`src/rtl/cpu_pkg.sv`:
```
`default_nettype none
// ============================================================================
// Package  : cpu_pkg
// Purpose  : Shared types and constants for the 5-stage CPU pipeline control.
//            wb_sel_t   - write-back source select of an instruction
//            hz_state_t - hazard sequencer state encoding
// Revision : 1.0  initial release
// ============================================================================
package cpu_pkg;

  localparam int REG_ADDR_W = 5;

  typedef enum logic [1:0] {
    WB_ALU = 2'b00,
    WB_MEM = 2'b01,
    WB_PC4 = 2'b10
  } wb_sel_t;

  typedef enum logic [1:0] {
    RUN      = 2'd0,
    MEM_WAIT = 2'd1,
    HALT     = 2'd2,
    ERR      = 2'd3
  } hz_state_t;

endpackage : cpu_pkg
`default_nettype wire

```
`src/rtl/hazard_wait_timer.sv`:
```
`default_nettype none
// ============================================================================
// Module   : hazard_wait_timer
// Purpose  : Counts memory wait cycles for the hazard sequencer.
//            clr has priority over inc. expire is high while the count
//            equals MEM_TMO.
// Ports    : clk, rst (async, active-high)
//            clr    in  clear the count to zero
//            inc    in  add one to the count
//            expire out count has reached MEM_TMO
// Revision : 1.0  initial release
// ============================================================================
module hazard_wait_timer #(
  parameter int MEM_TMO = 15,
  parameter int TMO_W   = 4
) (
  input  logic clk,
  input  logic rst,
  input  logic clr,
  input  logic inc,
  output logic expire
);

  logic [TMO_W-1:0] wait_cnt_q;
  logic [TMO_W-1:0] wait_cnt_d;

  always_comb begin
    wait_cnt_d = wait_cnt_q;
    if (clr) begin
      wait_cnt_d = '0;
    end else if (inc) begin
      wait_cnt_d = wait_cnt_q + TMO_W'(1);
    end
  end

  always_ff @(posedge clk or posedge rst) begin
    if (rst) begin
      wait_cnt_q <= '0;
    end else begin
      wait_cnt_q <= wait_cnt_d;
    end
  end

  assign expire = (wait_cnt_q == TMO_W'(MEM_TMO));

endmodule : hazard_wait_timer
`default_nettype wire

```
`src/rtl/hazard_ctrl.sv`:
```
`default_nettype none
// ============================================================================
// Module   : hazard_ctrl
// Purpose  : Pipeline sequencer for the 5-stage CPU. Generates stall/flush
//            controls for the PC, IF_ID, ID_EX, EX_MEM and MEM_WB registers
//            from load-use hazards, EX redirects, multi-cycle memory
//            accesses (with timeout to bus error) and HALT.
//            All stall/flush outputs are combinational (Mealy).
// Ports    : clk, rst (async, active-high)
//            id_rs1/id_rs2, id_rs1_used/id_rs2_used  ID source registers
//            ex_reg_dst, ex_reg_wr, ex_wb_sel         EX destination info
//            ex_redirect   EX taken branch/jump
//            mem_req/mem_ready  MEM access handshake
//            id_halt       ID decodes HALT
//            *_stall / *_flush  pipeline register controls
//            halted, bus_err    status (bus_err sticky until reset)
// Options  : HAZ_PERF_CNT_EN adds stall_cycles / flush_events counters.
// Revision : 1.0  initial release
// ============================================================================
module hazard_ctrl #(
  parameter int REG_ADDR_W = 5,
  parameter int MEM_TMO    = 15,
  parameter int TMO_W      = 4
) (
  input  logic                  clk,
  input  logic                  rst,
  input  logic [REG_ADDR_W-1:0] id_rs1,
  input  logic [REG_ADDR_W-1:0] id_rs2,
  input  logic                  id_rs1_used,
  input  logic                  id_rs2_used,
  input  logic [REG_ADDR_W-1:0] ex_reg_dst,
  input  logic                  ex_reg_wr,
  input  logic [1:0]            ex_wb_sel,
  input  logic                  ex_redirect,
  input  logic                  mem_req,
  input  logic                  mem_ready,
  input  logic                  id_halt,
  output logic                  pc_stall,
  output logic                  if_id_stall,
  output logic                  id_ex_stall,
  output logic                  ex_mem_stall,
  output logic                  mem_wb_stall,
  output logic                  if_id_flush,
  output logic                  id_ex_flush,
  output logic                  ex_mem_flush,
  output logic                  mem_wb_flush,
  output logic                  halted,
  output logic                  bus_err
`ifdef HAZ_PERF_CNT_EN
  ,
  output logic [31:0]           stall_cycles,
  output logic [31:0]           flush_events
`endif
);

  import cpu_pkg::*;

  hz_state_t state_q;
  hz_state_t state_d;

  logic mem_hold;
  logic load_use;
  logic tmr_clr;
  logic tmr_inc;
  logic tmr_expire;

  hazard_wait_timer #(
    .MEM_TMO (MEM_TMO),
    .TMO_W   (TMO_W)
  ) u_wait_timer (
    .clk    (clk),
    .rst    (rst),
    .clr    (tmr_clr),
    .inc    (tmr_inc),
    .expire (tmr_expire)
  );

  assign mem_hold = mem_req & ~mem_ready;

  // A load in EX whose result the ID instruction needs; x0 never hazards.
  assign load_use = (wb_sel_t'(ex_wb_sel) == WB_MEM) && ex_reg_wr &&
                    (ex_reg_dst != '0) &&
                    ((id_rs1_used && (id_rs1 == ex_reg_dst)) ||
                     (id_rs2_used && (id_rs2 == ex_reg_dst)));

  always_comb begin
    state_d      = state_q;
    tmr_clr      = 1'b0;
    tmr_inc      = 1'b0;
    pc_stall     = 1'b0;
    if_id_stall  = 1'b0;
    id_ex_stall  = 1'b0;
    ex_mem_stall = 1'b0;
    mem_wb_stall = 1'b0;
    if_id_flush  = 1'b0;
    id_ex_flush  = 1'b0;
    ex_mem_flush = 1'b0;
    mem_wb_flush = 1'b0;

    case (state_q)
      ERR: begin
        pc_stall     = 1'b1;
        if_id_stall  = 1'b1;
        id_ex_stall  = 1'b1;
        ex_mem_stall = 1'b1;
        mem_wb_stall = 1'b1;
      end
      HALT: begin
        // Front end frozen, bubbles fed into EX so older instrs drain.
        pc_stall    = 1'b1;
        if_id_stall = 1'b1;
        id_ex_flush = 1'b1;
      end
      default: begin // RUN, MEM_WAIT
        if (mem_hold) begin
          // EX is frozen too, so a pending redirect re-presents on release.
          pc_stall     = 1'b1;
          if_id_stall  = 1'b1;
          id_ex_stall  = 1'b1;
          ex_mem_stall = 1'b1;
          mem_wb_flush = 1'b1;
          if (tmr_expire) begin
            state_d = ERR;
          end else begin
            tmr_inc = 1'b1;
            state_d = MEM_WAIT;
          end
        end else begin
          // Memory released (or idle): normal hazard handling this cycle.
          tmr_clr = 1'b1;
          state_d = RUN;
          if (ex_redirect) begin
            if_id_flush = 1'b1;
            id_ex_flush = 1'b1;
          end else if (load_use || id_halt) begin
            pc_stall    = 1'b1;
            if_id_stall = 1'b1;
            id_ex_flush = 1'b1;
            if (!load_use) begin
              state_d = HALT;
            end
          end
        end
      end
    endcase
  end

  always_ff @(posedge clk or posedge rst) begin
    if (rst) begin
      state_q <= RUN;
    end else begin
      state_q <= state_d;
    end
  end

  assign halted  = (state_q == HALT);
  assign bus_err = (state_q == ERR);

`ifdef HAZ_PERF_CNT_EN
  logic [31:0] stall_cycles_q;
  logic [31:0] stall_cycles_d;
  logic [31:0] flush_events_q;
  logic [31:0] flush_events_d;

  // Counters freeze once the core has taken a bus error.
  always_comb begin
    stall_cycles_d = stall_cycles_q;
    flush_events_d = flush_events_q;
    if (state_q != ERR) begin
      if (pc_stall) begin
        stall_cycles_d = stall_cycles_q + 32'd1;
      end
      if (if_id_flush) begin
        flush_events_d = flush_events_q + 32'd1;
      end
    end
  end

  always_ff @(posedge clk or posedge rst) begin
    if (rst) begin
      stall_cycles_q <= '0;
      flush_events_q <= '0;
    end else begin
      stall_cycles_q <= stall_cycles_d;
      flush_events_q <= flush_events_d;
    end
  end

  assign stall_cycles = stall_cycles_q;
  assign flush_events = flush_events_q;
`endif

endmodule : hazard_ctrl
`default_nettype wire

```
`config.mk`:
```
export PLATFORM = sky130hd
export DESIGN_NAME = hazard_ctrl
export DESIGN_NICKNAME = d
export VERILOG_FILES = /design/src/rtl/cpu_pkg.sv /design/src/rtl/hazard_wait_timer.sv /design/src/rtl/hazard_ctrl.sv
export SDC_FILE = /design/constraint.sdc
export NUM_CORES = 1
export LEC_CHECK = 0
export BUFFER_PORTS_ARGS = -buffer_cell sky130_fd_sc_hd__buf_4
export CAP_MARGIN = 30
export CELL_PAD_IN_SITES_DETAIL_PLACEMENT = 1
export CELL_PAD_IN_SITES_GLOBAL_PLACEMENT = 2
export CORE_UTILIZATION = 20
export DETAILED_ROUTE_END_ITERATION = 16
export PLACE_DENSITY_LB_ADDON = 0.1
export SYNTH_ARGS = -nofsm -noshare
export SYNTH_HDL_FRONTEND = slang
export SYNTH_SLANG_ARGS = --single-unit
```
`constraint.sdc`:
```
create_clock -name clk -period 1.55 [get_ports clk]
set_input_delay 0.0775 -clock clk [delete_from_list [all_inputs] [get_ports clk]]
set_output_delay 0.0775 -clock clk [all_outputs]
set_load 0.03 [all_outputs]
```
# Word-level counts from Yosys, hierarchy flattened
# Cells that the tools add are included.
dict set report classes {
  n_eq_ne 6
  addsub 1
  bitwise 2
  mux 26
  n_reduce_logical 10
}
# op count
set op_table {}
lappend op_table {{$mux 1} 17}
lappend op_table {{$eq 5x5->1} 2}
lappend op_table {{$mux 2} 5}
lappend op_table {{$mux 4} 2}
lappend op_table {{$logic_and 1x1->1} 5}
lappend op_table {{$reduce_bool 5->1} 1}
lappend op_table {{$add 4x1->4 const B} 1}
lappend op_table {{$eq 2x2->1 const B} 2}
lappend op_table {{$eq 4x4->1 const B} 1}
lappend op_table {{$pmux 1 s2} 2}
lappend op_table {{$eq 2x1->1 const B} 1}
lappend op_table {{$logic_or 1x1->1} 2}
lappend op_table {{$reduce_bool 2->1} 1}
lappend op_table {{$reduce_or 2->1} 1}
lappend op_table {{$and 1x1->1} 1}
lappend op_table {{$not 1->1} 1}
dict set report totals {
  output_inout_bits 11
  wordCells 47
  register_bits 6
  inputBits 26
}

# Logic depth before layout (Yosys ltp)
# Gate-level depths: netlist (run 1).
dict set report depth {
  word_depth 9
  mapped_depth 5
  depth_no_buf 5
}

# Hierarchy
# A second synthesis (run 1) with hierarchy kept.
dict set report unflattened {
  hier_cells 63
  hier_area_um2 543.0
}
# module area_per_inst_um2 seq_area_each_um2 n_inst cells_per_inst
set by_module_without_submodules {}
lappend by_module_without_submodules {hazard_ctrl 340.3 50.0 1 45}
lappend by_module_without_submodules {hazard_wait_timer 202.7 100.1 1 18}

# Worst setup path after synthesis (run 1)
# OpenSTA, ideal clock, no wires.
dict set report synth_path {
  kind {flip-flop to flip-flop}
  startpoint {register state_q[1]}
  endpoint {register u_wait_timer.wait_cnt_q[3]}
  setup_time_ns 0.131
  stages_incl_launch_ff 5
  t_required_ns 1.419
  t_arrival_ns 1.337
  synth_period_minus_slack_ns 1.468
  setup_slack_ns 0.082
  n_path_buf 0
  path_cell_list {dfrtp_1 > nor3b_2 > nand3_1 > xor2_1 > nor2_1}
}
dict set report synth_via {
  elab_chain_cells 4
  word_cells_on_any_way 7
  cone_classes {2 x eq/ne; 3 x mux; 2 x reduce/logical}
}
# element line_no
set synth_lines {}
lappend synth_lines {{start: declaration} hazard_ctrl.sv:58} ;# hz_state_t state_q;
lappend synth_lines {{start signal: assignment} hazard_ctrl.sv:152} ;# state_q <= state_d;
lappend synth_lines {{$eq 2x2->1} hazard_ctrl.sv:100} ;# case (state_q)
lappend synth_lines {{$reduce_or 2->1 (no line) *} n/a}
lappend synth_lines {{$mux 1} hazard_ctrl.sv:100}
lappend synth_lines {{$mux 4 or $reduce_bool 2->1 (tied branches)} n/a}
lappend synth_lines {{end signal: assignment} hazard_wait_timer.sv:40} ;# wait_cnt_q <= wait_cnt_d;
lappend synth_lines {{end: declaration} hazard_wait_timer.sv:24} ;# logic [TMO_W-1:0] wait_cnt_q;
# Mark *: on every way between the ends. The rest lies on a longest branch, timed or not.
# A chain may end at the register's enable or synchronous reset.

# Worst setup path in the final report (run 1)
dict set report layout_path {
  startpoint {register state_q[1]}
  endpoint {output port id_ex_flush}
}
dict set report layout_via {
  elab_chain_cells 2
  word_cells_on_any_way 3
  cone_classes {2 x eq/ne; 1 x mux}
}
# element line_no
set layout_lines {}
lappend layout_lines {{$eq 2x2->1} hazard_ctrl.sv:100}
lappend layout_lines {{$pmux 1 s2 *} hazard_ctrl.sv:100}
lappend layout_lines {{end: declaration} hazard_ctrl.sv:44} ;# output logic id_ex_flush,
# Marks and branches as above.

==> metrics.txt, run 1 <==
status complete, but fails checks; failing checks negative setup slack; most common cell after layout, fill and taps aside buf_4; Fill cells 313; path depth of the worst reg2reg path 6; number of global-route vias before repair 599; post-DR vias/cell 4.34; TritonCTS Buffers 3; max-cap violations 0; adder-cell share of the synthesized area 2.37%; DRT iter0 DRCs 3; power density over cell area 1010 nW/µm²; post-layout util 36.2%; Crit path largest cell delay 0.38 ns; Worst VDD drop 0.578 mV; setup slack after placement 0.158 ns; post-synthesis sequential area ratio 28.4%; final setup margin -0.0119 ns; Final nets 132; crit path time final 1.56 ns; clk sink count 6; Synth Register Bits 6; vias 577; Fin. Hold Viols 0; most frequent cells in the layout 37 x buf_4, 10 x xnor2_1, 6 x nor2_1, 6 x nand3_1, 6 x dfrtp_1; Rows 18; Setup Skew 0.000807 ns; Antenna diodes 0; period utilisation layout 101%; Critical Path Start Type flop; DPL Wire Length 1290 µm; Critical Path RT 1.47 ns; gr ovfl total 0; initial antenna violation count 0; Tot GR Track Use 13.2%; initial core utilization 21.3%; RSZ-0062 raised after global routing yes; DR WL/cell 11.5 µm; Simple-Gate Fraction of Synth Area 29.9%; Post-route DRC 0; layout cells sized above 1 48.5%; Post-Syn Area 528 µm²; final setup fails 1; HP Class primary input to flop; CTS tree built; async set-reset flop share out of synthesis 100%; max-slew violation count 0; largest net degree at the start of global routing 7; worst skew pair latency 0.24 ns; core box area 2480 µm²; Routed WL 1530 µm; routability cong. 0.647; cells along the critical path nor2b_4 -> or3_4 -> o22a_1 -> o21a_1 -> buf_6; Crit-path slowest cell dfrtp_1; Worst Hold Depth 3; Worst EP arrival 1.48 ns; 1st-pass router iterations 3; Hold EP state_q[1]; number of flops mapped to enable cells by yosys 0; worst reg2reg setup slack 0.15 ns; post-synthesis instance total 63; Syn Area/Cell 8.38 µm²; I/O Pins 37; Crit Path Max Fanout 3; first-pass GRT wire length 2580 µm; clock transition at the registers of the reported paths 0.04 ns; Die W 53.4 µm; placed cells 125; mux contribution to synthesized area 0%; XOR/XNOR Fraction of Synth Area 19.9%; most common flop cell mapped by yosys dfrtp_1; Port Buffers 35; Max H-tree Level 1; Pleak 0.432 nW; Synth cell types 26; Root Driver clkbuf_4; hold_sp ex_wb_sel[1]; syn nets 90; Synth warnings 0; ANT nets after route 0; Synth Area in Compound Gates 11.6%; Layout area overhead 69.7%; largest family of logic cells by synthesized area simple AND/OR/NAND/NOR gates; final std cells w/o fill 133; r2r endpoint u_wait_timer.wait_cnt_q[2]; Clock Path Buffers 2; chip height 53.4 µm; Setup crit end kind primary output; maximum clock frequency 640 MHz; DIE AREA 2850 µm²; RR Startpoint state_q[1]; Crit Path Category flop to primary output
==> layout make-up <==
cell class | instances | area (µm²) | area share (%)
Clock buffer | 3 | 22.5 | 2.51
Timing Repair Buffer | 41 | 322 | 35.9
Multi-Input combinational cell | 51 | 357 | 39.8
Tap cell | 30 | 37.5 | 4.19
Sequential cell | 6 | 150 | 16.8
Inverter | 2 | 7.51 | 0.838
==> through the flow <==
stage          TNS (ns)  cell area [µm²]  hold WS, ns  total power [mW]
5_1_grt          -0.193              896        0.150             0.978
2_1_floorplan         0              528       -0.132             0.557
6_report        -0.0119              896        0.155             0.906
3_3_place_gp          0              806       0.0166             0.735
3_5_place_dp          0              806       0.0167             0.735
4_1_cts         -0.0748              882        0.151             0.918
==> report_power, final <==
part	switching, mW	internal [mW]	total (mW)
sequential	0.0262	0.184	0.211
clock	0.0492	0.0871	0.136
combinational	0.307	0.252	0.559
==> registers in the layout, indices dropped and copies added, names as in the netlist <==
name                     flops
state_q                      2
u_wait_timer.wait_cnt_q      4
==> worst max-delay path by stage <==
stage	startpoint	slack [ns]	end	cells after the start
4_1_cts	state_q[1]	-0.07	id_ex_flush	5
6_report	state_q[1]	-0.01	id_ex_flush	5
3_3_place_gp	state_q[1]	0.17	id_ex_flush	5
2_1_floorplan	state_q[1]	0.08	u_wait_timer.wait_cnt_q[3]	4
3_5_place_dp	state_q[1]	0.16	id_ex_flush	5
5_1_grt	state_q[1]	-0.10	id_ex_flush	5
==> cells by family (layout without fill, tap and decap cells) <==
logic type | Yosys count | in the layout
simple gates | 29 | 29
fa+ha+maj | 1 | 1
xor+xnor | 12 | 12
compound gates | 8 | 8
other cells | 1 | 1
buf+inv | 6 | 46
flops | 6 | 6
==> what timing repair did <==
item | 4_1_cts | 5_1_grt
hold buffers | 1 | 0
buffers inserted | 4 | 0
endpoints found under the hold margin | 6 | 0
pin swaps | 4 | 1
setup endpoints to repair | 3 | 6
gates cloned | 0 | 0
gates resized for setup | 4 | 3
==> metal layers <==
layer	wire length [µm]	share of wire, %	GRT usage (%)
met1	650	43	14.7
met2	783	51	22.3
met3	91	6.0	5.17
met4	0	0	5.26
met5	0	0	0
==> worst max-delay path, delay by kind of cell (launching register included) <==
| kind | cells | cell delay [ns] |
|---|---|---|
| AOI/OAI and AO/OA | 2 | 0.28 |
| buffers and inverters | 1 | 0.13 |
| DFF | 1 | 0.38 |
| and+or+nand+nor | 2 | 0.45 |
==> synth_stat cells, types with 2 or more instances <==
master,n,area [µm²]
o21ai_0,2,10.0
xor2_1,2,17.5
nand2_1,5,18.8
inv_1,2,7.51
xnor2_1,10,87.6
buf_4,4,30.0
nand3_1,6,30.0
nor2b_1,2,12.5
dfrtp_1,6,150
nor2_1,7,26.3
nand4_1,2,12.5
Note: power is estimated with default switching activity, not from simulation.
==> run 2: changes to the inputs <==
==> constraint.sdc (replaced) <==
create_clock -name clk -period 1.55 [get_ports clk]
set_input_delay 0 -clock clk [delete_from_list [all_inputs] [get_ports clk]]
set_output_delay 0 -clock clk [all_outputs]
set_load 0.03 [all_outputs]
==> metrics.txt, run 2 (synthesized netlist as in run 1, its figures left out) <==
status finished clean; DRT iter0 DRCs 5; vias 548; CTS tree built; RR Startpoint state_q[1]; hold_sp ex_wb_sel[1]; power density over cell area 1030 nW/µm²; switch share 42.8%; Setup crit end kind primary output; Top reg by flops u_wait_timer.wait_cnt_q; DR WL/cell 11.3 µm; Antenna diodes 0; maximum clock frequency 672 MHz; Routed WL 1470 µm; initial antenna violation count 0; largest net degree at the start of global routing 7; max reg flops 4; gr ovfl total 0; Die W 53.4 µm; HP Class primary input to flop; crit path time final 1.49 ns; max-slew violation count 0; ANT nets after route 0; DIE AREA 2850 µm²; setup TNS 0 ns; 1st-pass router iterations 4; max-cap violations 0; first-pass GRT wire length 2420 µm; Worst VDD drop 0.542 mV; routability cong. 0.636; chip height 53.4 µm; I/O Pins 37; Hold EP state_q[1]; Internal Pwr Total 506 µW; cells along the critical path nor2b_4 -> or3_4 -> o22a_1 -> o21a_1 -> buf_6; Psw 378 µW; Logic pwr share 60.5%; Layout area overhead 61.8%; path depth of the worst reg2reg path 5; Critical Path RT 1.55 ns; Worst EP arrival 1.49 ns; top flop regs u_wait_timer.wait_cnt_q x4, state_q x2; worst reg2reg setup slack 0.21 ns; Final nets 129; Root Driver clkbuf_4; multi-input logic area 345 µm²; clk sink count 6; TritonCTS Buffers 3; Post-route DRC 0; DPL Wire Length 1310 µm; Crit Path Max Fanout 5; most common cell after layout, fill and taps aside buf_4; post-layout util 34.5%; Clock power frac 15.6%; Reg power frac 23.9%; Crit path largest cell delay 0.38 ns; Clock Path Buffers 2; Crit Path Category flop to primary output; worst skew pair latency 0.24 ns; CP delay by family, top simple AND/OR/NAND/NOR gates; Critical Path Start Type flop; Tot GR Track Use 12.4%; final setup fails 0; core box area 2480 µm²; Power Total 883 µW; Fin. Hold Viols 0; period utilisation layout 96.0%; register area 150 µm²; r2r endpoint u_wait_timer.wait_cnt_q[2]; most frequent cells in the layout 36 x buf_4, 10 x xnor2_1, 7 x nor2_1, 6 x nand3_1, 6 x dfrtp_1; Crit-path slowest cell dfrtp_1; clock transition at the registers of the reported paths 0.04 ns; Rows 18; number of global-route vias before repair 548; Port Buffers 35; Setup Skew 0.00205 ns; Pleak 0.406 nW; initial core utilization 21.3%; layout cells sized above 1 45.0%; Max H-tree Level 1; Fill cells 320; crit path buf inv count 1; RSZ-0062 raised after global routing no; Worst Hold Depth 3; post-DR vias/cell 4.22
==> run 2: cell count changes in the layout (fill, tap and decap cells not counted) <==
cell,before,now
buf_4,37,36
or2_4,1,0
nor3b_2,0,1
buf_6,3,1
nor2_2,1,0
nor3b_4,1,0
nor2_1,6,7
or2_1,0,1
==> run 2: tightest hold or removal path, cell delays in order <==
cell,delay [ns]
buf_4,0.08
a211oi_2,0.04
a31oi_1,0.15
==> run 2: worst max path at each step <==
stage | from | to | slack [ns] | depth (start not counted)
finish | state_q[1] | id_ex_flush | 0.06 | 5
global route | state_q[1] | id_ex_flush | 0.008 | 5
CTS | state_q[1] | id_ex_flush | 0.01 | 5
detailed placement | state_q[1] | id_ex_flush | 0.23 | 5
global placement | state_q[1] | id_ex_flush | 0.24 | 5
floorplan | state_q[1] | u_wait_timer.wait_cnt_q[3] | 0.08 | 4
==> run 2: metal layers <==
metal	routed length (µm)	GRT usage [%]	up-vias
met3	83	3.74	0
met2	781	22.1	17
met4	0	5.26	0
li1	-	-	286
met1	606	13.4	245
met5	0	0	-
==> run 2: layout make-up <==
cell class / count / share of cell area (%)
well taps: 30 / 4.39
inverters: 2 / 0.878
flip-flops and latches: 6 / 17.6
multi-input cells: 51 / 40.4
repair buffers: 38 / 34.1
clock buffers: 3 / 2.64
==> run 2: power by group through the flow <==
stage	logic (mW)	clock network (mW)	registers (mW)
after detailed placement	0.523	0	0.213
after global placement	0.523	0	0.212
after global routing	0.572	0.157	0.215
after floorplan	0.351	0	0.206
after CTS	0.527	0.150	0.212
final	0.534	0.138	0.211
==> run 2: what timing repair did <==
item,4_1_cts,5_1_grt
endpoints found under the hold margin,6,0
gates resized for setup,0,2
hold buffers,1,0
setup endpoints to repair,1,1
setup buffers,1,0
pin swaps,0,1
==> run 2: per-stage QoR <==
stage | hold slack (ns) | setup slack [ns] | instance area, µm² | std cells
final | 0.0808 | 0.0618 | 855 | 130
after global routing | 0.0954 | 0.00797 | 855 | 130
after CTS | 0.0808 | 0.0112 | 846 | 130
after detailed placement | -0.0566 | 0.225 | 806 | 125
after global placement | -0.0591 | 0.244 | 806 | 125
after floorplan | -0.209 | 0.0822 | 528 | 63
==> run 3: changes to the inputs <==
BUFFER_PORTS_ARGS = not set   (was -buffer_cell sky130_fd_sc_hd__buf_4)
CORE_UTILIZATION = 29   (was 20)
DONT_BUFFER_PORTS = 1   (was not set)
==> metrics.txt, run 3 (synthesized netlist as in run 1, its figures left out) <==
Worst EP arrival 1.48 ns; routability cong. 0.700; Clock Path Buffers 2; Setup Skew 0.00175 ns; DIE AREA 2000 µm²; gr ovfl total 0; status finished clean; clk sink count 6; worst skew pair latency 0.24 ns; DPL Wire Length 1040 µm; Setup crit end kind primary output; DR WL/cell 12.6 µm; post-DR vias/cell 4.71; worst hold slack 0.0142 ns; max reg flops 4; initial antenna violation count 0; max-cap violations 0; post-CTS setup repair buffer count 0; Routed WL 1200 µm; Tot GR Track Use 13.5%; Top reg by flops u_wait_timer.wait_cnt_q; power density over cell area 1180 nW/µm²; I/O Pins 37; Critical Path RT 1.55 ns; post-layout util 37.1%; period utilisation layout 95.4%; crit path time final 1.48 ns; clock transition at the registers of the reported paths 0.04 ns; top flop regs u_wait_timer.wait_cnt_q x4, state_q x2; layout cells sized above 1 21.4%; final setup fails 0; Crit Path Category flop to primary output; Max H-tree Level 1; DRT iter0 DRCs 5; Die W 44.7 µm; TritonCTS Buffers 3; number of global-route vias before repair 428; HP Class primary input to flop; final std cells w/o fill 95; maximum clock frequency 676 MHz; RSZ-0062 raised after global routing no; CTS tree built; first-pass GRT wire length 1920 µm; Antenna diodes 0; largest net degree at the start of global routing 7; ANT nets after route 0; Critical Path Start Type flop; Layout area overhead 19.9%; setup TNS 0 ns; 1st-pass router iterations 4; Pleak 0.264 nW; Final nets 99; Port Buffers 0; most common cell after layout, fill and taps aside xnor2_1; Crit Path Max Fanout 5; vias 447; Root Driver clkbuf_4; initial core utilization 30.9%; most frequent cells in the layout 10 x xnor2_1, 7 x nor2_1, 6 x nand3_1, 6 x dfrtp_1; placed cells 89; chip height 44.7 µm; Fin. Hold Viols 0; max-slew violation count 0; Worst VDD drop 0.445 mV; Post-route DRC 0; core box area 1710 µm²; Rows 15
run 3: per-stage QoR:
step	area [µm²]	setup slack, ns	total power [mW]
floorplan	528	0.0822	0.557
global placement	567	0.276	0.587
detailed placement	567	0.260	0.588
CTS	621	0.00642	0.743
global route	633	0.00451	0.804
finish	633	0.0708	0.749
run 3: per-layer routing:
| layer | wire [µm] | vias up | GRT usage, % |
|---|---|---|---|
| met1 | 582 | 205 | 19.2 |
| met4 | 0 | 0 | 3.64 |
| met3 | 68 | 0 | 3.67 |
| li1 | - | 225 | - |
| met5 | 0 | - | 0 |
| met2 | 549 | 17 | 20.0 |
run 3: worst max-delay path, stage by stage, from the launching register on:
cell and delay [ns]:
dfrtp_1 0.41, or2_1 0.30, a311o_2 0.53
run 3: timing repair:
item,4_1_cts,5_1_grt
hold endpoints to repair,8,0
hold buffers,3,0
setup endpoints to repair,2,1
pin swaps,0,1
resized for setup,1,3
run 3: cell type report:
type | instances | area, µm²
tap | 25 | 31.3
multi-input combinational | 51 | 354
fill | 220 | 1070
timing repair buffer | 8 | 67.6
inverter | 2 | 7.51
clock buffer | 3 | 22.5
sequential | 6 | 150
run 3: power breakdown:
| group | internal [mW] | leakage [nW] | switching (mW) | total [mW] |
|---|---|---|---|---|
| Combinational | 0.138 | 0.175 | 0.261 | 0.399 |
| Clock | 0.0873 | 0.0138 | 0.0522 | 0.139 |
| Sequential | 0.184 | 0.0752 | 0.0270 | 0.211 |
run 3: path summary, 6_finish.rpt:
| kind | cells after the start | slack (ns) | from | endpoint |
|---|---|---|---|---|
| worst max-delay path | 2 | 0.07 | state_q[1] | if_id_stall |
| worst min register to register | 2 | 0.53 | u_wait_timer.wait_cnt_q[1] | u_wait_timer.wait_cnt_q[1] |
| min in group asynchronous | 2 | 0.13 | rst | state_q[1] |
| max in group asynchronous | 2 | 1.21 | rst | u_wait_timer.wait_cnt_q[3] |
| worst max register to register | 4 | 0.34 | state_q[1] | u_wait_timer.wait_cnt_q[0] |
| worst min-delay path | 3 | 0.01 | ex_redirect | state_q[1] |
